===== config.mk =====
export PLATFORM = sky130hd
export DESIGN_NAME = ln_rr_merge
export DESIGN_NICKNAME = d
export VERILOG_FILES = /design/src/rtl/ln_rr_merge.sv
export SDC_FILE = /design/constraint.sdc
export NUM_CORES = 1
export LEC_CHECK = 0
export BUFFER_PORTS_ARGS = -buffer_cell sky130_fd_sc_hd__buf_4
export CAP_MARGIN = 10
export CORE_ASPECT_RATIO = 1.5
export CORE_UTILIZATION = 52
export CTS_BUF_LIST = sky130_fd_sc_hd__clkbuf_16
export CTS_CLUSTER_SIZE = 10
export DETAILED_ROUTE_END_ITERATION = 10
export HOLD_SLACK_MARGIN = 0.12
export PLACE_DENSITY = 0.89
export SKIP_LAST_GASP = 1
export SLEW_MARGIN = 20
export SYNTH_ARGS = -nofsm -noshare
export SYNTH_HDL_FRONTEND = slang
export SYNTH_SLANG_ARGS = --single-unit
export TNS_END_PERCENT = 5

===== constraint.sdc =====
create_clock -name i_clk -period 4.2 [get_ports i_clk]
set_clock_uncertainty 0.1 [all_clocks]
set_input_delay 1.05 -clock i_clk [delete_from_list [all_inputs] [get_ports i_clk]]
set_output_delay 1.05 -clock i_clk [all_outputs]
set_load 0.05 [all_outputs]

===== src/rtl/ln_rr_merge.sv =====
// ln_rr_merge: round-robin merge of NCH 4-phase req/ack sources onto one outgoing link,
// with per-channel address-range checking, sticky error flags and a forwarded-word counter.
`ifndef ADDRESS_SIZE
`define ADDRESS_SIZE 8
`endif
`ifndef DATA_SIZE
`define DATA_SIZE 8
`endif

module ln_rr_merge #(
    parameter int          NCH      = 3,
    parameter int          ASZ      = `ADDRESS_SIZE,
    parameter int          DSZ      = `DATA_SIZE,
    parameter int unsigned MIN_ADDR = 0,
    parameter int unsigned MAX_ADDR = 1,
    parameter int          SYNC     = 2,
    parameter int          CNT_W    = 8
) (
    input  logic               i_clk,
    input  logic               i_rst_n,
    input  logic [NCH*ASZ-1:0] i_addr,
    input  logic [NCH*DSZ-1:0] i_dat,
    input  logic [NCH-1:0]     i_req,
    output logic [NCH-1:0]     o_ack,
    output logic [ASZ-1:0]     o_addr,
    output logic [DSZ-1:0]     o_dat,
    output logic               o_req,
    input  logic               i_ack,
    output logic [NCH-1:0]     o_err_vec,
    output logic               o_err,
    output logic [CNT_W-1:0]   o_cnt
);

    localparam int IW = (NCH > 1) ? $clog2(NCH) : 1;
    localparam logic [ASZ-1:0] LO_ADDR = ASZ'(MIN_ADDR);
    localparam logic [ASZ-1:0] HI_ADDR = ASZ'(MAX_ADDR);

    typedef enum logic [1:0] {
        ST_IDLE = 2'd0,
        ST_CAPT = 2'd1,
        ST_OREQ = 2'd2,
        ST_OREL = 2'd3
    } state_t;

    function automatic logic in_range(input logic [ASZ-1:0] a,
                                      input logic [ASZ-1:0] lo,
                                      input logic [ASZ-1:0] hi);
        return (a >= lo) && (a <= hi);
    endfunction

    // Bit IW flags a hit; the lowest rotating offset from last wins.
    function automatic logic [IW:0] rr_pick(input logic [NCH-1:0] req,
                                            input logic [IW-1:0]  last);
        logic [IW:0] pick;
        int          c;
        pick = {1'b0, last};
        for (int off = NCH; off >= 1; off--) begin
            c    = int'(last) + off;
            c    = (c >= NCH) ? (c - NCH) : c;
            pick = req[c] ? {1'b1, IW'(c)} : pick;
        end
        return pick;
    endfunction

    function automatic logic [NCH-1:0] onehot(input logic [IW-1:0] idx);
        logic [NCH-1:0] v;
        for (int k = 0; k < NCH; k++) begin
            v[k] = (IW'(k) == idx);
        end
        return v;
    endfunction

    state_t             state_r, state_s;
    logic [IW-1:0]      last_r, last_s;
    logic [NCH-1:0]     ack_r, ack_s;
    logic               req_r, req_s;
    logic [ASZ-1:0]     addr_r, addr_s;
    logic [DSZ-1:0]     dat_r, dat_s;
    logic [NCH-1:0]     err_r, err_s;
    logic [CNT_W-1:0]   cnt_r, cnt_s;

    logic [NCH-1:0]     sreq_s;
    logic               sack_s;
    logic [IW:0]        pick_s;
    logic [ASZ-1:0]     sel_addr_s;
    logic [DSZ-1:0]     sel_dat_s;
    logic               own_req_s;

    generate
        if (SYNC == 0) begin : g_nosync
            assign sreq_s = i_req;
            assign sack_s = i_ack;
        end else begin : g_sync
            logic [NCH-1:0] req_m_r, req_q_r;
            logic           ack_m_r, ack_q_r;

            // Two-flop synchronisers for the asynchronous peers' handshake levels.
            always_ff @(posedge i_clk or negedge i_rst_n) begin
                if (!i_rst_n) begin
                    req_m_r <= '0;
                    req_q_r <= '0;
                    ack_m_r <= 1'b0;
                    ack_q_r <= 1'b0;
                end else begin
                    req_m_r <= i_req;
                    req_q_r <= req_m_r;
                    ack_m_r <= i_ack;
                    ack_q_r <= ack_m_r;
                end
            end

            assign sreq_s = req_q_r;
            assign sack_s = ack_q_r;
        end
    endgenerate

    assign pick_s    = rr_pick(sreq_s, last_r);
    assign own_req_s = |(sreq_s & onehot(last_r));

    // Mux the word of the channel the arbiter would grant this cycle.
    always_comb begin
        sel_addr_s = '0;
        sel_dat_s  = '0;
        for (int k = 0; k < NCH; k++) begin
            sel_addr_s = (IW'(k) == pick_s[IW-1:0]) ? i_addr[k*ASZ +: ASZ] : sel_addr_s;
            sel_dat_s  = (IW'(k) == pick_s[IW-1:0]) ? i_dat[k*DSZ +: DSZ]  : sel_dat_s;
        end
    end

    // Next-state and next-output logic; last_r doubles as the current grant.
    always_comb begin
        state_s = state_r;
        last_s  = last_r;
        ack_s   = ack_r;
        req_s   = req_r;
        addr_s  = addr_r;
        dat_s   = dat_r;
        err_s   = err_r;
        cnt_s   = cnt_r;
        case (state_r)
            ST_IDLE: begin
                if (pick_s[IW]) begin
                    addr_s  = sel_addr_s;
                    dat_s   = sel_dat_s;
                    ack_s   = onehot(pick_s[IW-1:0]);
                    last_s  = pick_s[IW-1:0];
                    state_s = ST_CAPT;
                end else begin
                    state_s = ST_IDLE;
                end
            end
            ST_CAPT: begin
                if (!own_req_s) begin
                    ack_s = '0;
                    if (in_range(addr_r, LO_ADDR, HI_ADDR)) begin
                        req_s   = 1'b1;
                        state_s = ST_OREQ;
                    end else begin
                        err_s   = err_r | onehot(last_r);
                        state_s = ST_IDLE;
                    end
                end else begin
                    state_s = ST_CAPT;
                end
            end
            ST_OREQ: begin
                if (sack_s) begin
                    req_s   = 1'b0;
                    state_s = ST_OREL;
                end else begin
                    state_s = ST_OREQ;
                end
            end
            ST_OREL: begin
                if (!sack_s) begin
                    cnt_s   = cnt_r + CNT_W'(1'b1);
                    state_s = ST_IDLE;
                end else begin
                    state_s = ST_OREL;
                end
            end
            default: begin
                ack_s   = '0;
                req_s   = 1'b0;
                state_s = ST_IDLE;
            end
        endcase
    end

    // State and output registers; reset drops the in-flight word.
    always_ff @(posedge i_clk or negedge i_rst_n) begin
        if (!i_rst_n) begin
            state_r <= ST_IDLE;
            last_r  <= IW'(NCH - 1);
            ack_r   <= '0;
            req_r   <= 1'b0;
            addr_r  <= '0;
            dat_r   <= '0;
            err_r   <= '0;
            cnt_r   <= '0;
        end else begin
            state_r <= state_s;
            last_r  <= last_s;
            ack_r   <= ack_s;
            req_r   <= req_s;
            addr_r  <= addr_s;
            dat_r   <= dat_s;
            err_r   <= err_s;
            cnt_r   <= cnt_s;
        end
    end

    assign o_ack     = ack_r;
    assign o_req     = req_r;
    assign o_addr    = addr_r;
    assign o_dat     = dat_r;
    assign o_err_vec = err_r;
    assign o_err     = |err_r;
    assign o_cnt     = cnt_r;

endmodule


# Yosys cells after proc, flatten, opt, wreduce, memory -nomap -nowiden
# Cells that the tools add are included.
# Widths: inputs -> output; s select.
word_totals:
  register_bits: 43
  latch_bits: 0
  ram_bits: 0
  romBits: 0
  inputBits: 54
  out_inout_bits: 32
  elab_cells: 90
  memories: 0
op_classes:
  addsub: 7
  multipliers: 0
  div_mod_pow: 0
  order_cmp: 8
  n_eq_ne: 11
  shifts: 0
  n_mux: 34
  bitwise: 5
  n_reduce_logical: 13
ops:
  columns: ["operator", "count"]
  rows:
  - ["$lt 32x4->1 const B", 3]
  - ["$mux 32", 3]
  - ["$mux 8", 6]
  - ["$mux 3", 5]
  - ["$sub 3x2->4 const B", 3]
  - ["$mux 1", 11]
  - ["$ge 3x2->1 const B", 3]
  - ["$add 8x1->8 const B", 1]
  - ["$ge 8x1->1 const B", 1]
  - ["$le 8x1->1 const B", 1]
  - ["$ne 2x2->1 const B", 4]
  - ["$pmux 2 s4", 1]
  - ["$add 2x2->3 const B", 2]
  - ["$bmux 1 s2", 3]
  - ["$logic_not 2->1", 3]
  - ["$mux 2", 3]
  - ["$pmux 3 s2", 1]
  - ["$reduce_and 3->1", 2]
  - ["$reduce_or 3->1", 2]
  - ["$eq 1x2->1 const A", 2]
  - ["$eq 2x2->1 const A", 2]
  - ["$eq 2x2->1 const B", 2]
  - ["$reduce_and 2->1", 2]
  - ["$reduce_and 4->1", 1]
  - ["other kinds (8)", 11]

# Logic depth before layout (Yosys ltp)
# Gate-level depths: netlist of the first run.
depth:
  ltp_word: 13
  mapped_depth: 11
  depth_no_buf: 8

# Worst setup path after synthesis of the first run
# Ideal clock, no wire load.
synth_path:
  path_kind: "reg2reg"
  from: "register last_r[1]"
  to: "register addr_r[0] (netlist: o_addr[0])"
  setup_ps: 132
  arrival_time_ps: 2377
  t_required_ps: 3968
  path_slack_ps: 1591
  stages_incl_launch_ff: 11
  n_path_buf: 2
  period_less_slack_ps: 2609
  path_cell_list: "dfstp_2 -> inv_1 -> ha_1 -> mux2i_1 -> nor2_1 -> o211ai_1 -> a21oi_1 -> buf_4 -> buf_2 -> mux2i_1 -> o221ai_2"
synth_between:
  elab_chain_cells: 13
  word_cells_on_any_way: 31
  cone_classes: "add/sub (6); order compare (3); eq/ne (2); mux (18); reduce/logical (2)"
synth_rtl:
  columns: ["element", "line_no", "text"]
  rows:
  - ["start, declared", "74", "logic [IW-1:0] last_r, last_s;"]
  - ["start signal, assigned", "194", "last_r <= IW'(NCH - 1);"]
  - ["start signal, assigned", "203", "last_r <= last_s;"]
  - ["$add 2x2->3", "58", "c = int'(last) + off;"]
  - ["$sub 3x2->4 or $ge 3x2->1 (tied branches)", "59", "c = (c >= NCH) ? (c - NCH) : c;"]
  - ["$mux 32", "59", null]
  - ["$bmux 1 s2", "60", "pick = req[c] ? {1'b1, IW'(c)} : pick;"]
  - ["$mux 1 (implied by the code) (2 in a row)", "60", null]
  - ["$mux 3 (2 in a row)", "60", null]
  - ["$mux 3 (*)", "60", null]
  - ["$logic_not 2->1", "125", "sel_addr_s = (IW'(k) == pick_s[IW-1:0]) ? i_addr[k*ASZ +: ASZ] : sel_addr_s;"]
  - ["$mux 8 (3 in a row)", "125", null]
  - ["end signal, assigned", "206", "addr_r <= addr_s;"]
  - ["end, declared", "77", "logic [ASZ-1:0] addr_r, addr_s;"]
# Mark *: on every way between the ends. The rest lies on a longest branch, timed or not. The select of a mux whose other input is x is not followed.
# A chain may end at the register's enable or synchronous reset.

# Worst setup path after layout of the first run
layout_path:
  from: "register last_r[1]"
  to: "register addr_r[4] (netlist: o_addr[4])"
# The elaborated chain is that of the path after synthesis.

==> results of run 1 <==
-- routing by layer --
metal,track usage [%],part of all wire (%),up-vias
met2,47.2,59,46
met3,6.93,4.2,11
met4,9.75,2.2,0
li1,-,-,860
met1,29.4,35,906
met5,0,0,-
-- worst paths after layout --
| kind | start | endpoint |
|---|---|---|
| worst max-delay path | last_r[1]$_DFFE_PN1P_ | o_addr[4]$_DFFE_PN0P_ |
| worst min-delay path | g_sync.req_m_r[1]$_DFF_PN0_ | g_sync.req_q_r[1]$_DFF_PN0_ |
| worst max register to register | last_r[1]$_DFFE_PN1P_ | o_addr[4]$_DFFE_PN0P_ |
| worst min register to register | g_sync.req_m_r[1]$_DFF_PN0_ | g_sync.req_q_r[1]$_DFF_PN0_ |
| max in group asynchronous | i_rst_n | last_r[1]$_DFFE_PN1P_ |
| min in group asynchronous | i_rst_n | o_dat[7]$_DFFE_PN0P_ |
-- cells in the final DEF (no fill, tap or decap), types with 3 or more instances in the layout --
cell	instances
a21o_1	3
a21oi_1	3
a22o_1	3
and3_1	3
buf_4	88
clkbuf_16	5
dfrtp_1	42
ha_1	4
inv_1	20
mux2i_1	18
nand2_1	24
nand2b_1	3
nor2_1	5
o211ai_1	3
o21ai_0	4
o221ai_1	8
o221ai_2	8
xnor2_1	5
-- cell type report --
class | instances | area [µm²]
clock inverter | 3 | 15.0
clock buffer | 5 | 125
multi-input combinational | 120 | 958
sequential | 43 | 1080
timing repair buffer | 88 | 661
inverter | 20 | 75.1
tap | 45 | 56.3
fill | 276 | 1030
-- cells by family after synthesis --
logic type      share of synthesized area (%)
compound gates                           18.9
buf+inv                                  6.88
fa+ha+maj                                2.29
simple gates                             10.4
mux                                      9.29
xor+xnor                                 2.81
flops                                    49.4
-- power groups by stage --
stage          Sequential [µW]  Clock [µW]  Combinational (µW)
2_1_floorplan             1000           0                 739
3_3_place_gp               655           0                1410
3_5_place_dp               657           0                1450
4_1_cts                    655         372                1450
5_1_grt                    671         389                1540
6_report                   655         367                1440
-- metrics by stage --
step           cells  setup WS [ns]  total power, µW  hold WS [ns]  instance area (µm²)
6_report         324           1.27             2460         0.248                 2970
2_1_floorplan    192           1.59             1740         0.231                 2180
4_1_cts          324           1.25             2480         0.251                 2970
5_1_grt          324           1.08             2600         0.256                 2970
3_3_place_gp     316           1.35             2070         0.231                 2830
3_5_place_dp     316           1.25             2110         0.237                 2830
-- flip-flops by register name (all words and copies together) (netlist names), 3 cells and up --
signal,cells
o_err_vec,3
o_cnt,8
o_dat,8
o_ack,3
g_sync.req_m_r,3
o_addr,8
g_sync.req_q_r,3
-- cells in the mapped netlist (3+ instances only) --
library cell / instances
a21oi_1: 4
o221ai_2: 8
xnor2_1: 5
a21o_1: 3
nand2b_1: 3
o211ai_1: 3
ha_1: 4
a22o_1: 3
o221ai_1: 8
nand2_1: 24
buf_2: 5
nor2_1: 5
o21ai_0: 4
dfrtp_1: 42
mux2i_1: 18
inv_1: 20
and3_1: 3
-- worst max-delay path: stages (launching register included) --
cell and delay (ns):
dfstp_2 0.55, inv_1 0.06, ha_1 0.51, mux2i_1 0.13, nor2_1 0.31, o211ai_1 0.15, a21oi_2 0.15, a211o_1 0.60
o221ai_1 0.20
==> impl_results.md, run 1 <==
* Outcome: finished, final reports clean
* Total GRT Usage at about a quarter
* Clock Power Share at approximately 15%
* Vias in the first global route at 1813
* CP max FO at 18
* Post-synthesis async set-or-reset flop share at between 90% and 100%
* Setup TNS after final layout at 0 ns
* Syn Area/Cell at 11.4 µm²
* Count of final hold-check violations at 0
* Static Leak at about 0.0015 µW
* Routed len/inst at about 16 µm
* Die W at 54.9 µm
* Detail Route Antenna Nets at 0
* Clock Tree Root: clkbuf_16
* Global-route wire length before repair at 8310 µm
* H-tree levels at 2
* Final Core Density at around 74%
* Period Utilization, post-route at between 60% and 70%
* Mapped Area at between 0.002 and 0.0025 mm²
* Clk Latency, worst-skew pair at approximately 0.28 ns
* Worst Path Required at around 4.2 ns
* Gate power share at 58.5%
* Hpwl dp at 3890 µm
* # Post-CTS Setup Buffers at 0
* Distinct cells, synth at between 40 and 50
* Clock slew at reported path FFs at roughly 0.060 ns
* # rows at 28
* Crit path kind: reg -> reg
* Synth Net Count at 250
* Sw frac at between 40% and 50%
* Psw at roughly 1200 µW
* Maximum buffer depth of the clock tree at 2
* Sink Count at 43
* Power per Cell Area at approximately 830 mW/mm²
* Final wirelength at 5220 µm
* DR iter-0 viols at 39
* Hold Crit Class: reg -> reg
* Hold bufs inserted after CTS at 0
* RSZ-0062 raised after global routing: no
* Drt pass-1 iters at 6
* CTS Buf Count at 5
* Post-synth top area share at around half
* Max-cap viol count at 0
* Cts repair resizes at 0
* Mapped Cells at 192
* Vias per cell at 5.63
* Routability cong. at 0.853
* Leading post-synthesis cells by cell area: dfrtp_1, mux2i_1, o221ai_2, nand2_1, inv_1
* Peak supply drop at a little under 600 µV
* Sequential power share at around a quarter
* Min Clock Period, post-route at 2.93 ns
* Rel. slew slack at between 50 and 60%
* # IOs at 86
* # diodes at 0
* Worst Setup End Kind: register
* Die Span Y at ~81 µm
* Worst-case reg-to-reg path depth at 8
* Main synth FF type: dfrtp_1
* Fin nets at about 340
* Arrival @ worst endpoint at 2.96 ns
* Least-Margin Pin Slew at 0.739 ns
* P&R area growth vs syn at 36.0%
* DRC viols at 0
* Final global-route overflow total at 0
* Initial Util at between 50% and 60%
* # port buffers at 85
* Sequential-to-total area share from yosys stat at between 40% and 50%
* Final setup fails at 0
* Share of layout cells above drive strength 1 at 39.1%
* Core Box Area at approximately 0.0040 mm²
* Largest net degree at the start of global routing at 44
* CTS tree: yes
* Crit path launch type: register
* Max Fclk at about 340 MHz
* Slew Viols, Final at 0
* Initial antenna violation count at 0
* Area leader, netlist: dfrtp_1
* Yosys warnings at 0
* Reg2reg setup slack at around 1.3 ns
* Synth Register Bits at 43
* WHS Path Cells at 0
* Int Pwr at 1290 µW
* Die area at between 0.004 and 0.005 mm²
* Vias at approximately 1800
* EDFF count, synth at 0
(Power assumes the default switching activity.)
==> inputs of run 2 (changes only) <==
Settings changed: ABC_AREA from default to 1, CORE_UTILIZATION 52 to 50, PLACE_DENSITY 0.89 to 0.84.
Clock period 4.2 ns to 3 ns, I/O delays scaled along.
==> impl_results.md, run 2 <==
* Vias per cell at 5.05 (was 5.63)
* Post-synthesis async set-or-reset flop share at 100% (unchanged)
* # Post-CTS Setup Buffers at 0 (unchanged)
* Worst Path Required at 3.08 ns (was 4.23 ns)
* Arrival @ worst endpoint at 2.76 ns (was 2.96 ns)
* Routed len/inst at 12.5 µm (was 16.1 µm)
* Worst-case reg-to-reg path depth at 13 (was 8)
* Min Clock Period, post-route at 2.69 ns (was 2.93 ns)
* Hold WS at 0.253 ns (was 0.248 ns)
* Crit path to: o_dat[1]$_DFFE_PN0P_ (was o_addr[4]$_DFFE_PN0P_)
* Crit path kind: reg -> reg (unchanged)
* CP max FO at 26 (was 18)
* Initial antenna violation count at 0 (unchanged)
* Global-route wire length before repair at 9400 µm (was 8310 µm)
* Cts repair resizes at 0 (unchanged)
* Origin of the critical flop-to-flop path: last_r[1]$_DFFE_PN1P_ (unchanged)
* Hold bufs inserted after CTS at 0 (unchanged)
* Sink Count at 43 (unchanged)
* # IOs at 86 (unchanged)
* CTS tree: yes (unchanged)
* Worst Setup End Kind: register (unchanged)
* Largest family of logic cells by synthesized area: simple AND/OR/NAND/NOR gates (was compound AO/OA/AOI/OAI gates)
* RSZ-0062 raised after global routing: no (unchanged)
* Slew Viols, Final at 0 (unchanged)
* Final Core Density at 70.0% (was 74.3%)
* Most common cell in the netlist: nand2_1 (was dfrtp_1)
* Critical path origin: last_r[1]$_DFFE_PN1P_ (unchanged)
* EDFF count, synth at 0 (unchanged)
* P&R area growth vs syn at 33.6% (was 36.0%)
* Adder-cell area share of the yosys netlist at 2.10% (was 2.29%)
* Mapped Area at 0.00238 mm² (was 0.00218 mm²)
* Main synth FF type: dfrtp_1 (unchanged)
* Detail Route Antenna Nets at 0 (unchanged)
* Fin nets at 444 (was 336)
* Syn Area/Cell at 7.88 µm² (was 11.4 µm²)
* Core Box Area at 0.00454 mm² (was 0.00399 mm²)
* Leading post-synthesis cells by cell area: dfrtp_1, nand2_1, nand3_1, nor2_1, inv_1 (was dfrtp_1, mux2i_1, o221ai_2, nand2_1, inv_1)
* H-tree levels at 2 (unchanged)
* Outcome: finished, final reports clean (unchanged)
* Distinct cells, synth at 31 (was 41)
* Area leader, netlist: dfrtp_1 (unchanged)
* Drt pass-1 iters at 5 (was 6)
* Hpwl dp at 4260 µm (was 3890 µm)
* Synth Area in Simple Gates at 39.3% (was 10.4%)
* Final setup fails at 0 (unchanged)
* Post-synth top area share at 44.2% (was 48.2%)
* Synth Area in XOR/XNOR at 2.58% (was 2.81%)
* Final global-route overflow total at 0 (unchanged)
* Largest net degree at the start of global routing at 44 (unchanged)
* Final wirelength at 5620 µm (was 5220 µm)
* Initial Util at 52.4% (was 54.6%)
* Clk Latency, worst-skew pair at 0.28 ns (about the same)
* Hold Crit Class: reg -> reg (unchanged)
* Clock slew at reported path FFs at 0.06 ns (about the same)
* Setup TNS after final layout at 0 ns (unchanged)
* Max Fclk at 372 MHz (was 341 MHz)
* Maximum buffer depth of the clock tree at 2 (unchanged)
* CTS Buf Count at 5 (unchanged)
* Die W at 58.3 µm (was 54.9 µm)
* Sequential-to-total area share from yosys stat at 45.3% (was 49.4%)
* Post-synthesis mux area share at 0% (was 9.29%)
* Synth Register Bits at 43 (unchanged)
* # port buffers at 85 (unchanged)
* Vias in the first global route at 2210 (was 1813)
* Die Span Y at 86.5 µm (was 81.3 µm)
* FILL cells at 387 (was 276)
* Clock Tree Root: clkbuf_16 (unchanged)
* Least-Margin Pin Slew at 0.559 ns (was 0.739 ns)
* Most frequent cells in the layout: nand2_1, buf_4, dfrtp_1 (was buf_4, dfrtp_1, nand2_1)
* Period Utilization, post-route at 89.6% (was 69.8%)
* Max-cap viol count at 0 (unchanged)
* Reg2reg setup slack at 0.31 ns (was 1.27 ns)
* DRC viols at 0 (unchanged)
* Post-synthesis compound-gate area fraction at 3.05% (was 18.9%)
* # rows at 30 (was 28)
* Routability cong. at 0.919 (was 0.853)
* Share of layout cells above drive strength 1 at 32.6% (was 39.1%)
* Top cells by count, synth: nand2_1, dfrtp_1, nand3_1 (was dfrtp_1, nand2_1, inv_1)
* Reg-to-reg endpoint: o_dat[1]$_DFFE_PN0P_ (was o_addr[4]$_DFFE_PN0P_)
* Mapped Cells at 302 (was 192)
* Crit path launch type: register (unchanged)
* Vias at 2278 (was 1823)
* Synth Net Count at 360 (was 250)
* Die area at 0.00505 mm² (was 0.00446 mm²)
* Yosys warnings at 0 (unchanged)
* Count of final hold-check violations at 0 (unchanged)
* Leading cell type in the layout, fill and taps excluded: nand2_1 (was buf_4)
* Total GRT Usage at 24.1% (was 26.7%)
* Rel. slew slack at 62.3% (was 50.7%)
* DR iter-0 viols at 70 (was 39)
* # diodes at 0 (unchanged)
## run 2: cell types whose count changed in the layout (fill, tap and decap cells not counted), moves of 4 or more
cell | previous run | this run
xnor2_1 | 5 | 1
nor2_2 | 0 | 7
mux2i_1 | 18 | 0
o221ai_1 | 8 | 0
nand2_2 | 0 | 8
nand2_1 | 24 | 93
xor2_1 | 2 | 6
nand3_1 | 2 | 40
o221ai_2 | 8 | 0
nor2_1 | 5 | 31
## run 2: logic make-up after synthesis
| family | after synthesis |
|---|---|
| compound gates | 12 |
| xor+xnor | 7 |
| fa+ha+maj | 4 |
| buf+inv | 36 |
| flops | 43 |
| simple gates | 200 |
## run 2: worst min-delay path by stage
stage,startpoint,end,depth (start not counted)
final,g_sync.req_m_r[2]$_DFF_PN0_,g_sync.req_q_r[2]$_DFF_PN0_,0
after global routing,g_sync.req_m_r[2]$_DFF_PN0_,g_sync.req_q_r[2]$_DFF_PN0_,0
after CTS,g_sync.req_m_r[2]$_DFF_PN0_,g_sync.req_q_r[2]$_DFF_PN0_,0
after detailed placement,g_sync.req_m_r[2]$_DFF_PN0_,g_sync.req_q_r[2]$_DFF_PN0_,0
after global placement,g_sync.req_m_r[0]$_DFF_PN0_,g_sync.req_q_r[0]$_DFF_PN0_,0
after floorplan,g_sync.ack_m_r$_DFF_PN0_,g_sync.ack_q_r$_DFF_PN0_,0
## run 2: stage by stage
stage                     instance area [µm²]  setup WS [ns]  std cells
after floorplan                          2380          0.863        302
after global placement                   3030          0.398        443
after detailed placement                 3030          0.324        443
after CTS                                3180          0.311        451
after global routing                     3180         0.0392        451
final                                    3180          0.311        451
## run 2: area by class of cell
type / instances / area (µm²) / share of cell area, %
well taps: 64 / 80.1 / 2.52
clock inverters: 3 / 25.0 / 0.787
inverters: 26 / 100 / 3.15
multi-input cells: 223 / 1120 / 35.2
repair buffers: 87 / 653 / 20.5
flip-flops and latches: 43 / 1080 / 33.9
clock buffers: 5 / 125 / 3.94
## run 2: critical path, cell delays in order (launching register included)
cell     delay [ns]
dfstp_2        0.54
inv_1          0.07
ha_1           0.51
inv_4          0.08
nand2_2        0.07
nand3_2        0.09
a21oi_2        0.12
nand2_1        0.09
nand2_4        0.23
nand3_4        0.32
nor2_1         0.17
nor2_1         0.05
nand2_1        0.07
nand2_1        0.05
## run 2: metal layers
layer  GRT usage (%)  vias up  share of wire (%)  wire (µm)
li1                -     1126                  -          -
met3            4.33       21                5.3        297
met4            11.9        0                3.4        193
met5               0        -                  0          0
met1            27.6     1034                 39       2210
met2            42.5       97                 52       2920
Power of run 2 is not shown: default switching activity piles up to over one toggle a cycle in this logic, so the estimate is an artifact.
==> inputs of run 3 (changes only) <==
Settings changed: CORE_MARGIN from default to 2.
==> impl_results.md, run 3 (synthesis gave the netlist of run 2 again) <==
* Origin of the critical flop-to-flop path: last_r[1]$_DFFE_PN1P_ (unchanged)
* GR Layer Usage met1 at 28.3% (was 27.6%)
* Clock slew at reported path FFs at 0.06 ns (about the same)
* Worst Path Required at 3.08 ns (about the same)
* Share of layout cells above drive strength 1 at 32.4% (was 32.6%)
* Final setup fails at 0 (unchanged)
* Rel. slew slack at 61.4% (was 62.3%)
* Worst Setup End Kind: register (unchanged)
* Vias per cell at 4.94 (was 5.05)
* Die W at 60.3 µm (was 58.3 µm)
* M3 GR Usage at 5.70% (was 4.33%)
* Final std cells w/o fill at 450 (was 451)
* Cell Count Post-Placement at 442 (was 443)
* DRC viols at 0 (unchanged)
* FILL cells at 383 (was 387)
* H-tree levels at 2 (unchanged)
* Fin nets at 443 (was 444)
* Arrival @ worst endpoint at 2.80 ns (was 2.76 ns)
* # IOs at 86 (unchanged)
* Slew Viols, Final at 0 (unchanged)
* Crit path launch type: register (unchanged)
* Maximum buffer depth of the clock tree at 2 (unchanged)
* Crit path kind: reg -> reg (unchanged)
* # diodes at 0 (unchanged)
* Final wirelength at 5790 µm (was 5620 µm)
* Leading cell type in the layout, fill and taps excluded: nand2_1 (unchanged)
* Drt pass-1 iters at 4 (was 5)
* # Post-CTS Setup Buffers at 0 (unchanged)
* Global-route wire length before repair at 9500 µm (was 9400 µm)
* Largest net degree at the start of global routing at 44 (unchanged)
* Period Utilization, post-route at 90.8% (was 89.6%)
* Clock Tree Root: clkbuf_16 (unchanged)
* Min Clock Period, post-route at 2.72 ns (was 2.69 ns)
* Top Usage Layer GRT: met2 (unchanged)
* Initial Util at 52.4% (unchanged)
* CP max FO at 26 (unchanged)
* Clk Latency, worst-skew pair at 0.29 ns (was 0.28 ns)
* Outcome: finished, final reports clean (unchanged)
* Reg2reg setup slack at 0.28 ns (was 0.31 ns)
* Worst-case reg-to-reg path depth at 13 (unchanged)
* Hold_sp: g_sync.req_m_r[0]$_DFF_PN0_ (was g_sync.req_m_r[2]$_DFF_PN0_)
* Setup TNS after final layout at 0 ns (unchanged)
* DR iter-0 viols at 87 (was 70)
* Final global-route overflow total at 0 (unchanged)
* RSZ-0062 raised after global routing: no (unchanged)
* Met2 GRT Util at 40.0% (was 42.5%)
* Reg-to-reg endpoint: o_addr[4]$_DFFE_PN0P_ (was o_dat[1]$_DFFE_PN0P_)
* # port buffers at 85 (unchanged)
* Initial antenna violation count at 0 (unchanged)
* Hold bufs inserted after CTS at 0 (unchanged)
* Routability cong. at 0.854 (was 0.919)
* Vias in the first global route at 2185 (was 2210)
* WHS Path Cells at 0 (unchanged)
* Hold Crit Class: reg -> reg (unchanged)
* Die area at 0.00534 mm² (was 0.00505 mm²)
* Total GRT Usage at 23.6% (was 24.1%)
* # rows at 30 (unchanged)
* Max Fclk at 367 MHz (was 372 MHz)
* Sink Count at 43 (unchanged)
* Hold path endpoint: g_sync.req_q_r[0]$_DFF_PN0_ (was g_sync.req_q_r[2]$_DFF_PN0_)
* Hpwl dp at 4260 µm (about the same)
* Cts repair resizes at 0 (unchanged)
* Least-Margin Pin Slew at 0.573 ns (was 0.559 ns)
* Detail Route Antenna Nets at 0 (unchanged)
* CTS tree: yes (unchanged)
* Die Span Y at 88.5 µm (was 86.5 µm)
* P&R area growth vs syn at 34.1% (was 33.6%)
* Vias at 2223 (was 2278)
* Count of final hold-check violations at 0 (unchanged)
* Most frequent cells in the layout: nand2_1, buf_4, dfrtp_1 (unchanged)
* CTS Buf Count at 5 (unchanged)
* Core Box Area at 0.00454 mm² (unchanged)
* Routed len/inst at 12.9 µm (was 12.5 µm)
* Max-cap viol count at 0 (unchanged)
## run 3: worst max path at each step
stage,slack (ns),endpoint,startpoint
2_1_floorplan,0.86,o_addr[2]$_DFFE_PN0P_,last_r[1]$_DFFE_PN1P_
3_3_place_gp,0.41,o_dat[1]$_DFFE_PN0P_,last_r[1]$_DFFE_PN1P_
3_5_place_dp,0.31,o_addr[4]$_DFFE_PN0P_,last_r[1]$_DFFE_PN1P_
4_1_cts,0.28,o_addr[4]$_DFFE_PN0P_,last_r[1]$_DFFE_PN1P_
5_1_grt,0.01,o_addr[6]$_DFFE_PN0P_,last_r[0]$_DFFE_PN0P_
6_report,0.28,o_addr[4]$_DFFE_PN0P_,last_r[1]$_DFFE_PN1P_
## run 3: metal layers
metal	up-vias	share of wire, %
li1	1120	-
met1	1008	38
met2	82	53
met3	13	6.0
met4	0	2.2
met5	-	0
## run 3: cell type report
type / count / area (µm²) / share of cell area (%)
Timing Repair Buffer: 86 / 646 / 20.2
Inverter: 26 / 100 / 3.14
Sequential cell: 43 / 1080 / 33.8
Tap cell: 64 / 80.1 / 2.51
Multi-Input combinational cell: 223 / 1120 / 35.1
Clock buffer: 5 / 125 / 3.92
Clock inverter: 3 / 43.8 / 1.37
## run 3: through the flow
stage	hold slack, ns	utilization (%)	setup slack, ns	area [µm²]
2_1_floorplan	0.231	-	0.863	2380
3_3_place_gp	0.233	66.5	0.406	3020
3_5_place_dp	0.235	66.5	0.307	3020
4_1_cts	0.251	70.2	0.279	3190
5_1_grt	0.258	70.2	0.0103	3190
6_report	0.250	70.2	0.276	3190
## run 3: worst max-delay path, stage by stage (launching register included)
cell	delay (ns)
dfstp_2	0.54
inv_1	0.07
ha_1	0.50
inv_4	0.08
nor2_1	0.14
nand2_1	0.09
nand3_1	0.08
nand2_1	0.09
nand2_4	0.23
nand3_4	0.32
nor2_1	0.19
nor2_1	0.06
nand2_1	0.07
nand2_1	0.06
Power of run 3 is left out for the same reason.
